File: config.mk
export PLATFORM = sky130hd
export DESIGN_NAME = start_resp_monitor
export DESIGN_NICKNAME = d
export VERILOG_FILES = /design/src/rtl/start_resp_monitor_pkg.sv /design/src/rtl/start_resp_monitor_ch.sv /design/src/rtl/start_resp_monitor.sv
export SDC_FILE = /design/constraint.sdc
export NUM_CORES = 1
export LEC_CHECK = 0
export BUFFER_PORTS_ARGS = -buffer_cell sky130_fd_sc_hd__buf_2
export CORE_UTILIZATION = 52
export CTS_CLUSTER_DIAMETER = 50
export DETAILED_ROUTE_END_ITERATION = 16
export HOLD_SLACK_MARGIN = 0.08
export PLACE_DENSITY = 0.78
export SLEW_MARGIN = 25
export SYNTH_ARGS = -nofsm -noshare
export SYNTH_HDL_FRONTEND = slang
export SYNTH_SLANG_ARGS = --single-unit
File: constraint.sdc
create_clock -name clk -period 4.3 [get_ports clk]
set_clock_uncertainty 0.15 [all_clocks]
set_input_delay 0.86 -clock clk [delete_from_list [all_inputs] [get_ports clk]]
set_output_delay 0.86 -clock clk [all_outputs]
set_load 0.05 [all_outputs]
File: src/rtl/start_resp_monitor_pkg.sv
// start_resp_mon_pkg
//   Shared types and helpers for the start/response protocol monitor.
//   - ch_state_t : per-channel FSM state (IDLE, WAIT)
//   - dly_width  : width of the delay counter for a given MAX_DLY
//   - popcount   : number of set bits in an event vector (up to POP_MAX)
package start_resp_mon_pkg;

    typedef enum logic {
        IDLE = 1'b0,
        WAIT = 1'b1
    } ch_state_t;

    // Widest event vector popcount accepts; the top refuses larger NUM_CH.
    localparam int POP_MAX = 64;

    // Counter must hold offsets 0..MAX_DLY, so size it for MAX_DLY+1 values.
    // Each instance derives its own DLY_W from its MAX_DLY via this function.
    function automatic int dly_width(input int max_dly);
        return (max_dly < 1) ? 1 : $clog2(max_dly + 1);
    endfunction

    function automatic int unsigned popcount(input logic [POP_MAX-1:0] v);
        int unsigned n;
        n = 0;
        for (int i = 0; i < POP_MAX; i++) begin
            n = n + {31'b0, v[i]};
        end
        return n;
    endfunction

endpackage

File: src/rtl/start_resp_monitor_ch.sv
// start_resp_ch
//   One monitored channel: start edge detector, IDLE/WAIT FSM and delay
//   counter. Produces single-cycle, combinational event strobes for the
//   edge that is about to be taken; the top registers them.
// Ports:
//   clk, rst     : clock, synchronous active-low reset
//   en           : accept new start rises
//   start        : start level for this channel
//   resp         : response vector for this channel
//   resp_mask    : bits of resp that must be 1
//   pass_evt     : this edge closes the window with a pass
//   fail_evt     : this edge closes the window with a fail (window expired)
//   overlap_evt  : a rise arrived while the window stays open
module start_resp_ch
    import start_resp_mon_pkg::*;
#(
    parameter int WIDTH   = 8,
    parameter int MIN_DLY = 1,
    parameter int MAX_DLY = 4
) (
    input  logic             clk,
    input  logic             rst,
    input  logic             en,
    input  logic             start,
    input  logic [WIDTH-1:0] resp,
    input  logic [WIDTH-1:0] resp_mask,
    output logic             pass_evt,
    output logic             fail_evt,
    output logic             overlap_evt
);

    localparam int DLY_W = dly_width(MAX_DLY);

    ch_state_t        state;
    logic             start_q;
    logic [DLY_W-1:0] cnt;

    logic             rise;
    logic             ok;
    logic [DLY_W-1:0] k;
    logic             in_window;
    logic             done;

    assign rise = start & ~start_q;

    // Masked-off bits are forced to 1, so an all-zero mask always passes.
    assign ok = &(resp | ~resp_mask);

    // cnt holds (edges already spent in WAIT); the edge being evaluated is
    // offset k = cnt+1 from the rise. cnt never exceeds MAX_DLY-1, so k fits.
    assign k         = cnt + DLY_W'(1);
    assign in_window = (state == WAIT) && (k >= DLY_W'(MIN_DLY));

    assign pass_evt    = in_window & ok;
    assign fail_evt    = (state == WAIT) && !pass_evt && (k == DLY_W'(MAX_DLY));
    assign done        = pass_evt | fail_evt;
    // A rise on the completing edge starts a fresh window instead.
    assign overlap_evt = (state == WAIT) && rise && !done;

    always_ff @(posedge clk) begin
        if (!rst) begin
            state   <= IDLE;
            cnt     <= '0;
            start_q <= 1'b0;
        end else begin
            start_q <= start;
            case (state)
                IDLE: begin
                    if (rise && en) begin
                        state <= WAIT;
                        cnt   <= '0;
                    end
                end
                WAIT: begin
                    if (done) begin
                        if (rise && en) begin
                            state <= WAIT;
                            cnt   <= '0;
                        end else begin
                            state <= IDLE;
                        end
                    end else begin
                        // Overlapping rises are dropped; the window keeps going.
                        cnt <= k;
                    end
                end
                default: state <= IDLE;
            endcase
        end
    end

endmodule

File: src/rtl/start_resp_monitor.sv
// start_resp_monitor
//   Start/response protocol monitor for NUM_CH independent channels. A rising
//   start opens a window of MIN_DLY..MAX_DLY edges in which the masked
//   response must be all-ones on at least one edge.
// Ports:
//   clk, rst     : clock, synchronous active-low reset
//   en           : accept new start rises
//   clr          : clear counters and sticky flags (wins over same-cycle events)
//   start        : per-channel start level
//   resp         : channel c at [c*WIDTH +: WIDTH]
//   resp_mask    : required-one bits, shared by all channels
//   pass_pulse   : one-cycle pass per channel, after the deciding edge
//   fail_pulse   : one-cycle fail per channel, after the deciding edge
//   overlap_err  : sticky, rise seen while the channel window was open
//   any_fail     : sticky, any fail event on any channel
//   pass_cnt     : saturating pass count
//   fail_cnt     : saturating fail count
module start_resp_monitor
    import start_resp_mon_pkg::*;
#(
    parameter int NUM_CH  = 4,
    parameter int WIDTH   = 8,
    parameter int MIN_DLY = 1,
    parameter int MAX_DLY = 4,
    parameter int CNT_W   = 16
) (
    input  logic                    clk,
    input  logic                    rst,
    input  logic                    en,
    input  logic                    clr,
    input  logic [NUM_CH-1:0]       start,
    input  logic [NUM_CH*WIDTH-1:0] resp,
    input  logic [WIDTH-1:0]        resp_mask,
    output logic [NUM_CH-1:0]       pass_pulse,
    output logic [NUM_CH-1:0]       fail_pulse,
    output logic [NUM_CH-1:0]       overlap_err,
    output logic                    any_fail,
    output logic [CNT_W-1:0]        pass_cnt,
    output logic [CNT_W-1:0]        fail_cnt
);

    if (MIN_DLY < 1) begin : g_bad_min
        $error("start_resp_monitor: MIN_DLY must be >= 1");
    end
    if (MAX_DLY < MIN_DLY) begin : g_bad_max
        $error("start_resp_monitor: MAX_DLY must be >= MIN_DLY");
    end
    if (NUM_CH < 1 || NUM_CH > POP_MAX) begin : g_bad_ch
        $error("start_resp_monitor: NUM_CH out of range");
    end

    localparam int INC_W = $clog2(NUM_CH + 1);
    localparam int SUM_W = CNT_W + INC_W;

    logic [NUM_CH-1:0] pass_evt;
    logic [NUM_CH-1:0] fail_evt;
    logic [NUM_CH-1:0] ovl_evt;

    for (genvar c = 0; c < NUM_CH; c++) begin : g_ch
        start_resp_ch #(
            .WIDTH   (WIDTH),
            .MIN_DLY (MIN_DLY),
            .MAX_DLY (MAX_DLY)
        ) u_ch (
            .clk         (clk),
            .rst         (rst),
            .en          (en),
            .start       (start[c]),
            .resp        (resp[c*WIDTH +: WIDTH]),
            .resp_mask   (resp_mask),
            .pass_evt    (pass_evt[c]),
            .fail_evt    (fail_evt[c]),
            .overlap_evt (ovl_evt[c])
        );
    end

    logic [INC_W-1:0] pass_inc;
    logic [INC_W-1:0] fail_inc;
    logic [SUM_W-1:0] pass_sum;
    logic [SUM_W-1:0] fail_sum;
    logic [CNT_W-1:0] pass_next;
    logic [CNT_W-1:0] fail_next;

    assign pass_inc = INC_W'(popcount(POP_MAX'(pass_evt)));
    assign fail_inc = INC_W'(popcount(POP_MAX'(fail_evt)));

    // Add in a widened adder so overflow is visible in the top bits, then
    // clamp to all-ones instead of wrapping.
    assign pass_sum = SUM_W'(pass_cnt) + SUM_W'(pass_inc);
    assign fail_sum = SUM_W'(fail_cnt) + SUM_W'(fail_inc);

    assign pass_next = (|pass_sum[SUM_W-1:CNT_W]) ? {CNT_W{1'b1}} : pass_sum[CNT_W-1:0];
    assign fail_next = (|fail_sum[SUM_W-1:CNT_W]) ? {CNT_W{1'b1}} : fail_sum[CNT_W-1:0];

    always_ff @(posedge clk) begin
        if (!rst) begin
            pass_pulse  <= '0;
            fail_pulse  <= '0;
            overlap_err <= '0;
            any_fail    <= 1'b0;
            pass_cnt    <= '0;
            fail_cnt    <= '0;
        end else begin
            // Pulses always reflect the edge's events, even under clr.
            pass_pulse <= pass_evt;
            fail_pulse <= fail_evt;
            if (clr) begin
                overlap_err <= '0;
                any_fail    <= 1'b0;
                pass_cnt    <= '0;
                fail_cnt    <= '0;
            end else begin
                overlap_err <= overlap_err | ovl_evt;
                any_fail    <= any_fail | (|fail_evt);
                pass_cnt    <= pass_next;
                fail_cnt    <= fail_next;
            end
        end
    end

endmodule

==> results.cfg, run 1 <==
[critical_path]
rr_worst_depth = 14
crit_fanout = 13
slowest_delay_ps = 500
slowest_stage = fa_1
r2r_slack_ps = 240
worstPathCellList = ha_1, ha_1, nand2_1, o311ai_4, nor3_1, fa_1, inv_1, fa_1, inv_1, fa_1, and3_1, nand4_2, or3_4, a21oi_1
cp.required_ps = 4410
end_kind = register
cpMostUsedCell = fa_1
r2r-start = g_ch[2].u_ch.cnt[0]
arrival_ps = 4170
crit_type = register to register
startpoint = g_ch[2].u_ch.cnt[0]
regToRegEndpoint = pass_cnt[0]
start_kind = register

[cells_and_area]
utilization_pct = 66.6
area_growth_syn_to_layout_pct = 22.3
final_cells = 533
diodes = 0
final_nets = 522
fillCellCount = 526
layout-drive-gt1-share_pct = 26.6
design_area_sq_um = 3990

[pwr]
leakage_nw = 1.78
cellPowerDensity_nw_per_um2 = 311
peakVddDrop_v = 0.000245

[floorplan]
die_area_sq_um = 6590
start_util_pct = 54.4
die_x_microns = 81.2
rows = 28
io_pins = 93
coreArea_sq_um = 5990
die_h_microns = 81.2

[timing]
slew_viol_final = 0
hold_viol_final = 0
fin_crit_sh_pct = 94.4
worst_slack_ps = 239
rsz0062_at_grt = false
tightest_slew_ps = 711
finalSetupViolCount = 0
fin_setup_tns_ps = 0
period_needed_ps = 4060
timing.fmax_mhz = 246
slew_headroom_pct = 52.5

[detailed_routing]
detail-route-antenna-nets = 0
wl_per_cell_microns = 14.6
vias = 2919
wl_microns = 7810
viasPerCell = 5.48
drc_errors = 0
drtPass1Iterations = 5
first_iter_violations = 73

[hold_path]
min_to = overlap_err[3]
hp-class = register to register
worstHoldPathCells = 2
worstHoldStart = overlap_err[3]

[cts]
clk_transition_reported_paths_ps = 60
cts_buffers = 9
cts.sinks = 65
cts_tree = done
ctsRootBufferMaster = clkbuf_8
clock_path_buffers = 2
clock_latency_ps = 340
cts_htree_levels = 3
post_cts_buffers = 0

[yosys]
async_flop_share_pct = 0
syn_inst = 360
synthesis.nets = 428
yosys-top-cells-area = dfxtp_1 40%, a21oi_1 5.4%, ha_1 5.4%
yosysTopAreaCell = dfxtp_1
synth_warnings = 0
synth_flop_cell = dfxtp_1
ys_ff_latch = 65
netlist_area_sq_um = 3260
avgSynthCellArea_sq_um = 9.06
synth_top_area_share_pct = 39.9
yosysSeqAreaShare_pct = 39.9
yosysUniqueCellTypes = 51
synth_edf_count = 0

[global_route]
grt_max_degree = 23
grt.overflow.total = 0
grt_use_total_pct = 24.3
grt_pass1_wl_microns = 11900
grt_pass1_vias = 2653
grt_antenna_before_repair = 0

[place]
place_area_sq_um = 3780
globalplace.congestion = 0.834
post-place-ws_ps = 101
placedCellCount = 518
dp_hpwl_microns = 5820
port_buffers = 92

[job]
max_cap_violations = 0

[outcome]
status = complete, no violations
power breakdown:
group / internal, mW / leakage [nW] / switching, mW
Combinational: 0.0453 / 1.15 / 0.0599
Clock: 0.294 / 0.102 / 0.222
Sequential: 0.611 / 0.526 / 0.00750
Total: 0.951 / 1.78 / 0.290
how the worst max path moves through the flow:
| stage | to | slack (ps) | cells past startpoint |
|---|---|---|---|
| floorplan | fail_cnt[10] | 350 | 15 |
| global placement | pass_cnt[7] | 220 | 14 |
| detailed placement | pass_cnt[0] | 100 | 14 |
| CTS | pass_cnt[0] | 250 | 14 |
| global route | pass_cnt[0] | 10 | 15 |
| finish | pass_cnt[0] | 240 | 14 |
metal layers:
layer  vias up  share of wire (%)  global-route usage, %
met2       112                 48                   42.0
met3        19                7.2                   7.30
li1       1430                  -                      -
met1      1358                 42                   27.6
met5         -                  0                      0
met4         0                2.5                   10.2
synth_stat cells, types with 5 or more instances:
library cell,instances
fa_1,6
nand2_1,28
and2_1,6
nand3_1,12
nor2_1,23
xnor2_1,6
nor3_1,7
nand4_1,7
inv_1,28
a21oi_1,35
clkbuf_1,8
ha_1,14
dfxtp_1,65
and3_1,9
xor2_1,15
nor2b_1,5
mux2i_1,5
nand2b_1,22
sequential cells by signal, summed over array words and instances (netlist names):
name / cells
g_ch.u_ch.start_q: 4
pass_pulse: 4
g_ch.u_ch.state: 4
g_ch.u_ch.cnt: 12
pass_cnt: 16
fail_pulse: 4
fail_cnt: 16
any_fail: 1
overlap_err: 4
final cells by class:
class                   count  area, sq um  area share (%)
repair buffers             96          490            12.3
multi-input cells         254         1800            45.2
flip-flops and latches     65         1300            32.6
clock inverters             3         40.0            1.00
clock buffers              12          155            3.89
inverters                  28          105            2.63
well taps                  75         93.8            2.35
logic make-up after synthesis:
kind of cell             after synthesis  share of synthesized area [%]
AND/OR/NAND/NOR                      138                           23.6
XOR/XNOR                              21                           5.64
adder cells (fa/ha/maj)               20                           9.06
AO/OA/AOI/OAI                         66                           13.8
buffers and inverters                 41                           5.10
flip-flops                            65                           39.9
multiplexers                           9                           2.92
cell usage in the layout, fill, tap and decap left out, types with 2 or more instances in the layout:
cell type / Yosys / routed
and3_1: 9 / 9
a21oi_1: 35 / 35
nand2_1: 28 / 28
nand4bb_1: 2 / 2
o21a_1: 2 / 2
ha_1: 14 / 14
o211a_1: 2 / 2
mux2_1: 4 / 4
a21oi_2: 4 / 4
buf_2: 4 / 92
mux2i_1: 5 / 5
clkbuf_8: 0 / 11
nand4_1: 7 / 7
fa_1: 6 / 6
o221ai_1: 3 / 3
and2_1: 6 / 6
nor2b_1: 5 / 5
o2111ai_1: 4 / 4
nand3_1: 12 / 12
o211ai_1: 2 / 2
and4b_1: 3 / 3
o311a_1: 2 / 2
nor4_1: 2 / 2
nand2b_1: 22 / 22
buf_4: 0 / 4
dfxtp_1: 65 / 65
clkinv_2: 0 / 2
xnor2_1: 6 / 6
inv_1: 28 / 28
nor2_1: 23 / 23
nand3b_1: 4 / 4
xor2_1: 15 / 15
nor3_1: 7 / 7
critical path: cells and delay by family (launching register included):
kind	cells	cell delay (ps)
fa+ha+maj	5	1710
simple gates	5	1120
buf+inv	2	170
flops	1	350
compound gates	2	480
repair_timing:
action                                  CTS  global route
endpoints found under the setup margin    0             1
resized for setup                         0             1
hold endpoints to repair                  0             0
hold buffers                              0             0
metrics by stage:
step	total power [mW]	hold slack, ps
5_1_grt	1.29	362
4_1_cts	1.25	319
3_5_place_dp	0.734	300
3_3_place_gp	0.731	288
2_1_floorplan	0.691	288
6_report	1.24	321
Power figures use the tool's default switching activity.
==> run 2: changes to the inputs <==
--- a/config.mk
+++ b/config.mk
@@ -6,11 +6,13 @@
 export NUM_CORES = 1
 export LEC_CHECK = 0
 export BUFFER_PORTS_ARGS = -buffer_cell sky130_fd_sc_hd__buf_2
-export CORE_UTILIZATION = 52
+export CELL_PAD_IN_SITES_DETAIL_PLACEMENT = 1
+export CELL_PAD_IN_SITES_GLOBAL_PLACEMENT = 2
+export CORE_UTILIZATION = 30
 export CTS_CLUSTER_DIAMETER = 50
 export DETAILED_ROUTE_END_ITERATION = 16
 export HOLD_SLACK_MARGIN = 0.08
-export PLACE_DENSITY = 0.78
+export PLACE_DENSITY = 0.76
 export SLEW_MARGIN = 25
 export SYNTH_ARGS = -nofsm -noshare
 export SYNTH_HDL_FRONTEND = slang
==> run 2 against run 1 <==
  * Worst hold slack gained 4.3 ps
  * Sequential power is essentially flat
  * First-iteration DRC count shrank 4.1%
  * Clock-buffer cell count shrank 1
  * Critical endpoint is now pass_cnt[2]
  * Highest routed layer unchanged
==> results.cfg, run 2 (synthesized netlist as in run 1, its figures left out) <==
[outcome]
status = complete, no violations

[floorplan]
die_h_microns = 106
rows = 37
die_x_microns = 106
start_util_pct = 31.3
coreArea_sq_um = 10400
io_pins = 93
die_area_sq_um = 11300

[global_route]
grt_max_degree = 34
grt_pass1_wl_microns = 14600
grt_use_total_pct = 16.6
grt_pass1_vias = 2941
grt.overflow.total = 0
grt_antenna_before_repair = 0

[detailed_routing]
wl_per_cell_microns = 15.0
drc_errors = 0
vias = 2901
detail-route-antenna-nets = 0
first_iter_violations = 70
wl_microns = 8930
drtPass1Iterations = 4
viasPerCell = 4.88

[hold_path]
hp-class = register to register

[place]
port_buffers = 92
globalplace.congestion = 0.765
dp_hpwl_microns = 6830

[critical_path]
arrival_ps = 4120
rr_worst_depth = 14
regToRegEndpoint = pass_cnt[2]
cp.required_ps = 4420
crit_end = pass_cnt[2]
r2r-start = g_ch[2].u_ch.cnt[0]
startpoint = g_ch[2].u_ch.cnt[0]
crit_type = register to register
end_kind = register
r2r_slack_ps = 300
crit_fanout = 13
start_kind = register

[timing]
fin_crit_sh_pct = 93.1
rsz0062_at_grt = false
period_needed_ps = 4000
slew_headroom_pct = 48.3
hold_viol_final = 0
tightest_slew_ps = 775
finalSetupViolCount = 0
slew_viol_final = 0
timing.fmax_mhz = 250
fin_setup_tns_ps = 0

[cells_and_area]
area_growth_syn_to_layout_pct = 24.5
multi_input_area_sq_um = 1790
final_cell_mix = 92 x buf_2, 65 x dfxtp_1, 35 x a21oi_1, 28 x inv_1, 28 x nand2_1
layout_commonest_cell = buf_2
layout-drive-gt1-share_pct = 26.8
utilization_pct = 39.0
reg_top3 = fail_cnt x16, pass_cnt x16, g_ch.u_ch.cnt x12
diodes = 0
final_nets = 524
fillCellCount = 1268
regArea_sq_um = 1300

[cts]
clk_transition_reported_paths_ps = 70
cts_buffers = 9
cts_htree_levels = 3
post_cts_buffers = 0
cts_repair_resize_count = 0
ctsRootBufferMaster = clkbuf_8
cts_tree = done
ctsHoldBuffers = 0
clock_latency_ps = 340
cts.sinks = 65
clock_path_buffers = 2

[pwr]
cellPowerDensity_nw_per_um2 = 302
leakage_nw = 1.78
peakVddDrop_v = 0.000140
total_power_mw = 1.23

[job]
max_cap_violations = 0
-- run 2: stage by stage --
stage | std cells | hold WS [ps] | instance area [sq um] | worst slack [ps]
after global routing | 595 | 337 | 4060 | 47.7
after floorplan | 360 | 288 | 3260 | 347
final | 595 | 325 | 4060 | 295
after CTS | 595 | 329 | 4060 | 249
after detailed placement | 581 | 312 | 3870 | 86.6
after global placement | 581 | 296 | 3870 | 209
-- run 2: critical path, stage by stage (launching register included) --
cell      delay, ps
dfxtp_1         350
ha_1            200
ha_1            290
nand2_1          60
o311ai_2        360
nor3_1          150
fa_1            500
inv_1            60
fa_1            460
inv_1            90
fa_1            200
and3_1          250
nand4_2         160
or3_4           500
a21oi_1         160
-- run 2: final cells by class --
| cell class | instances | area share, % |
|---|---|---|
| clock buffer | 11 | 3.48 |
| clock inverter | 3 | 1.05 |
| inverter | 28 | 2.59 |
| multi-input combinational | 254 | 44.2 |
| sequential | 65 | 32.1 |
| tap | 136 | 4.19 |
| timing repair buffer | 98 | 12.5 |
-- run 2: per-layer routing --
metal	vias to the layer above	track usage, %	wire length (microns)
li1	1427	-	-
met1	1387	20.8	4150
met5	-	0	0
met3	10	3.49	476
met4	0	6.25	119
met2	77	27.6	4180
-- run 2: worst min path at each step --
stage	startpoint	endpoint	depth (start not counted)
after global placement	overlap_err[2]	overlap_err[2]	2
after floorplan	g_ch[3].u_ch.cnt[2]	g_ch[3].u_ch.cnt[2]	2
after CTS	overlap_err[2]	overlap_err[2]	2
final	overlap_err[0]	overlap_err[0]	2
after global routing	overlap_err[2]	overlap_err[2]	2
after detailed placement	overlap_err[2]	overlap_err[2]	2
-- run 2: power breakdown --
| group | switching (mW) | total (mW) | leakage, nW | internal, mW |
|---|---|---|---|---|
| combinational | 0.0590 | 0.103 | 1.16 | 0.0443 |
| clock | 0.229 | 0.506 | 0.0913 | 0.277 |
| sequential | 0.00728 | 0.618 | 0.526 | 0.611 |
| total | 0.296 | 1.23 | 1.78 | 0.932 |
==> run 3: changes to the inputs <==
--- a/config.mk
+++ b/config.mk
@@ -5,14 +5,14 @@
 export SDC_FILE = /design/constraint.sdc
 export NUM_CORES = 1
 export LEC_CHECK = 0
-export BUFFER_PORTS_ARGS = -buffer_cell sky130_fd_sc_hd__buf_2
 export CELL_PAD_IN_SITES_DETAIL_PLACEMENT = 1
 export CELL_PAD_IN_SITES_GLOBAL_PLACEMENT = 2
-export CORE_UTILIZATION = 30
+export CORE_UTILIZATION = 37
 export CTS_CLUSTER_DIAMETER = 50
 export DETAILED_ROUTE_END_ITERATION = 16
+export DONT_BUFFER_PORTS = 1
 export HOLD_SLACK_MARGIN = 0.08
-export PLACE_DENSITY = 0.76
+export PLACE_DENSITY = 0.77
 export SLEW_MARGIN = 25
 export SYNTH_ARGS = -nofsm -noshare
 export SYNTH_HDL_FRONTEND = slang
==> run 3 against run 2 <==
  * First-iteration DRC count increased by 20%
  * Wire length decreased by 7.2%
  * Total power increased by 6.2%
  * Clock-buffer cell count unchanged
  * Clock power increased by 20%
  * Design area decreased by 11%
  * Die area decreased by 19%
  * Non-clock buffer count decreased by 93
  * Maximum frequency decreased by 0.26%
  * Register-to-register slack about the same
  * Sequential share of layout area increased by 4.0 points
  * Critical path type unchanged
  * Largest power group unchanged
  * Highest routed layer unchanged
==> results.cfg, run 3 (synthesized netlist as in run 1, its figures left out) <==
[cts]
cts.sinks = 65
ctsHoldBuffers = 0
clock_path_buffers = 2
cts_repair_resize_count = 0
clock_latency_ps = 340
post_cts_buffers = 0
cts_tree = done
ctsRootBufferMaster = clkbuf_8
cts_buffers = 9
cts_htree_levels = 3
clk_transition_reported_paths_ps = 80

[place]
placedCellCount = 457
post-place-ws_ps = 195
globalplace.congestion = 0.708
dp_hpwl_microns = 6250
port_buffers = 0

[floorplan]
coreArea_sq_um = 8380
rows = 33
die_x_microns = 95.9
die_h_microns = 95.9
start_util_pct = 38.9
die_area_sq_um = 9190
io_pins = 93

[timing]
finalSetupViolCount = 0
slew_headroom_pct = 50.0
fin_setup_tns_ps = 0
worst_slack_ps = 285
hold_viol_final = 0
period_needed_ps = 4020
rsz0062_at_grt = false
tightest_slew_ps = 749
timing.fmax_mhz = 249
fin_crit_sh_pct = 93.4
slew_viol_final = 0

[cells_and_area]
final_cells = 473
final_cell_mix = 65 x dfxtp_1, 35 x a21oi_1, 28 x inv_1, 28 x nand2_1, 23 x nor2_1
utilization_pct = 43.1
reg_top3 = fail_cnt x16, pass_cnt x16, g_ch.u_ch.cnt x12
diodes = 0
multi_input_area_sq_um = 1800
layout_commonest_cell = dfxtp_1
fillCellCount = 987
area_growth_syn_to_layout_pct = 10.7
layout-drive-gt1-share_pct = 9.24
final_nets = 431
regArea_sq_um = 1300

[pwr]
cellPowerDensity_nw_per_um2 = 361
peakVddDrop_v = 0.000148
leakage_nw = 1.36

[detailed_routing]
detail-route-antenna-nets = 0
wl_per_cell_microns = 17.5
wl_microns = 8280
vias = 2605
drtPass1Iterations = 4
first_iter_violations = 84
viasPerCell = 5.51
drc_errors = 0

[critical_path]
rr_worst_depth = 14
crit_end = pass_cnt[1]
crit_fanout = 13
startpoint = g_ch[2].u_ch.cnt[0]
cp.required_ps = 4410
arrival_ps = 4130
regToRegEndpoint = pass_cnt[1]
r2r_slack_ps = 280
end_kind = register
r2r-start = g_ch[2].u_ch.cnt[0]
start_kind = register
crit_type = register to register

[global_route]
grt_util_met3_pct = 4.74
grt_use_total_pct = 19.2
grt.overflow.total = 0
use_met1_pct = 22.0
grt_pass1_wl_microns = 13200
grt_max_degree = 34
grt_pass1_vias = 2731
grtUsageMet2_pct = 34.4
top_usage_layer = met2
grt_antenna_before_repair = 0

[hold_path]
hp-class = register to register

[outcome]
status = complete, no violations

[job]
max_cap_violations = 0
==> run 3: per-stage QoR <==
stage | power [mW] | hold WS (ps) | instance area (sq um)
floorplan | 0.691 | 288 | 3260
global placement | 0.706 | 299 | 3370
detailed placement | 0.709 | 317 | 3370
CTS | 1.33 | 329 | 3600
global route | 1.36 | 361 | 3610
finish | 1.30 | 321 | 3610
==> run 3: where the power goes <==
part           leakage (nW)  switching [mW]  internal [mW]
Sequential            0.526          0.0118          0.611
Combinational         0.718          0.0427         0.0292
Clock                 0.117           0.246          0.362
Total                  1.36           0.301           1.00
==> run 3: layout make-up <==
| class | instances | area share (%) |
|---|---|---|
| multi-input cells | 254 | 49.8 |
| flip-flops and latches | 65 | 36.0 |
| clock buffers | 11 | 4.19 |
| well taps | 105 | 3.64 |
| inverters | 28 | 2.91 |
| clock inverters | 5 | 2.36 |
| repair buffers | 5 | 1.04 |
==> run 3: worst min path at each step <==
| stage | from | end | depth (start not counted) |
|---|---|---|---|
| 2_1_floorplan | g_ch[3].u_ch.cnt[2] | g_ch[3].u_ch.cnt[2] | 2 |
| 3_3_place_gp | g_ch[3].u_ch.cnt[2] | g_ch[3].u_ch.cnt[2] | 2 |
| 3_5_place_dp | g_ch[3].u_ch.cnt[2] | g_ch[3].u_ch.cnt[2] | 2 |
| 4_1_cts | g_ch[3].u_ch.cnt[2] | g_ch[3].u_ch.cnt[2] | 2 |
| 5_1_grt | g_ch[3].u_ch.cnt[2] | g_ch[3].u_ch.cnt[2] | 2 |
| 6_report | g_ch[3].u_ch.cnt[2] | g_ch[3].u_ch.cnt[2] | 2 |
==> run 3: critical path, cell delays in order, from the launching register on <==
cell and delay [ps]:
dfxtp_1 360, ha_1 210, ha_1 280, nand2_1 70
o311ai_2 340, nor3_1 150, fa_1 500, inv_1 60
fa_1 460, inv_1 100, fa_1 210, and3_1 230
nand4_2 160, or3_4 490, a21oi_1 170
==> run 3: routing by layer <==
layer	vias to the layer above	routed length, microns	share of wire [%]
li1	1249	-	-
met1	1261	3590	43
met2	84	4010	48
met3	11	536	6.5
met4	0	153	1.8
met5	-	0	0
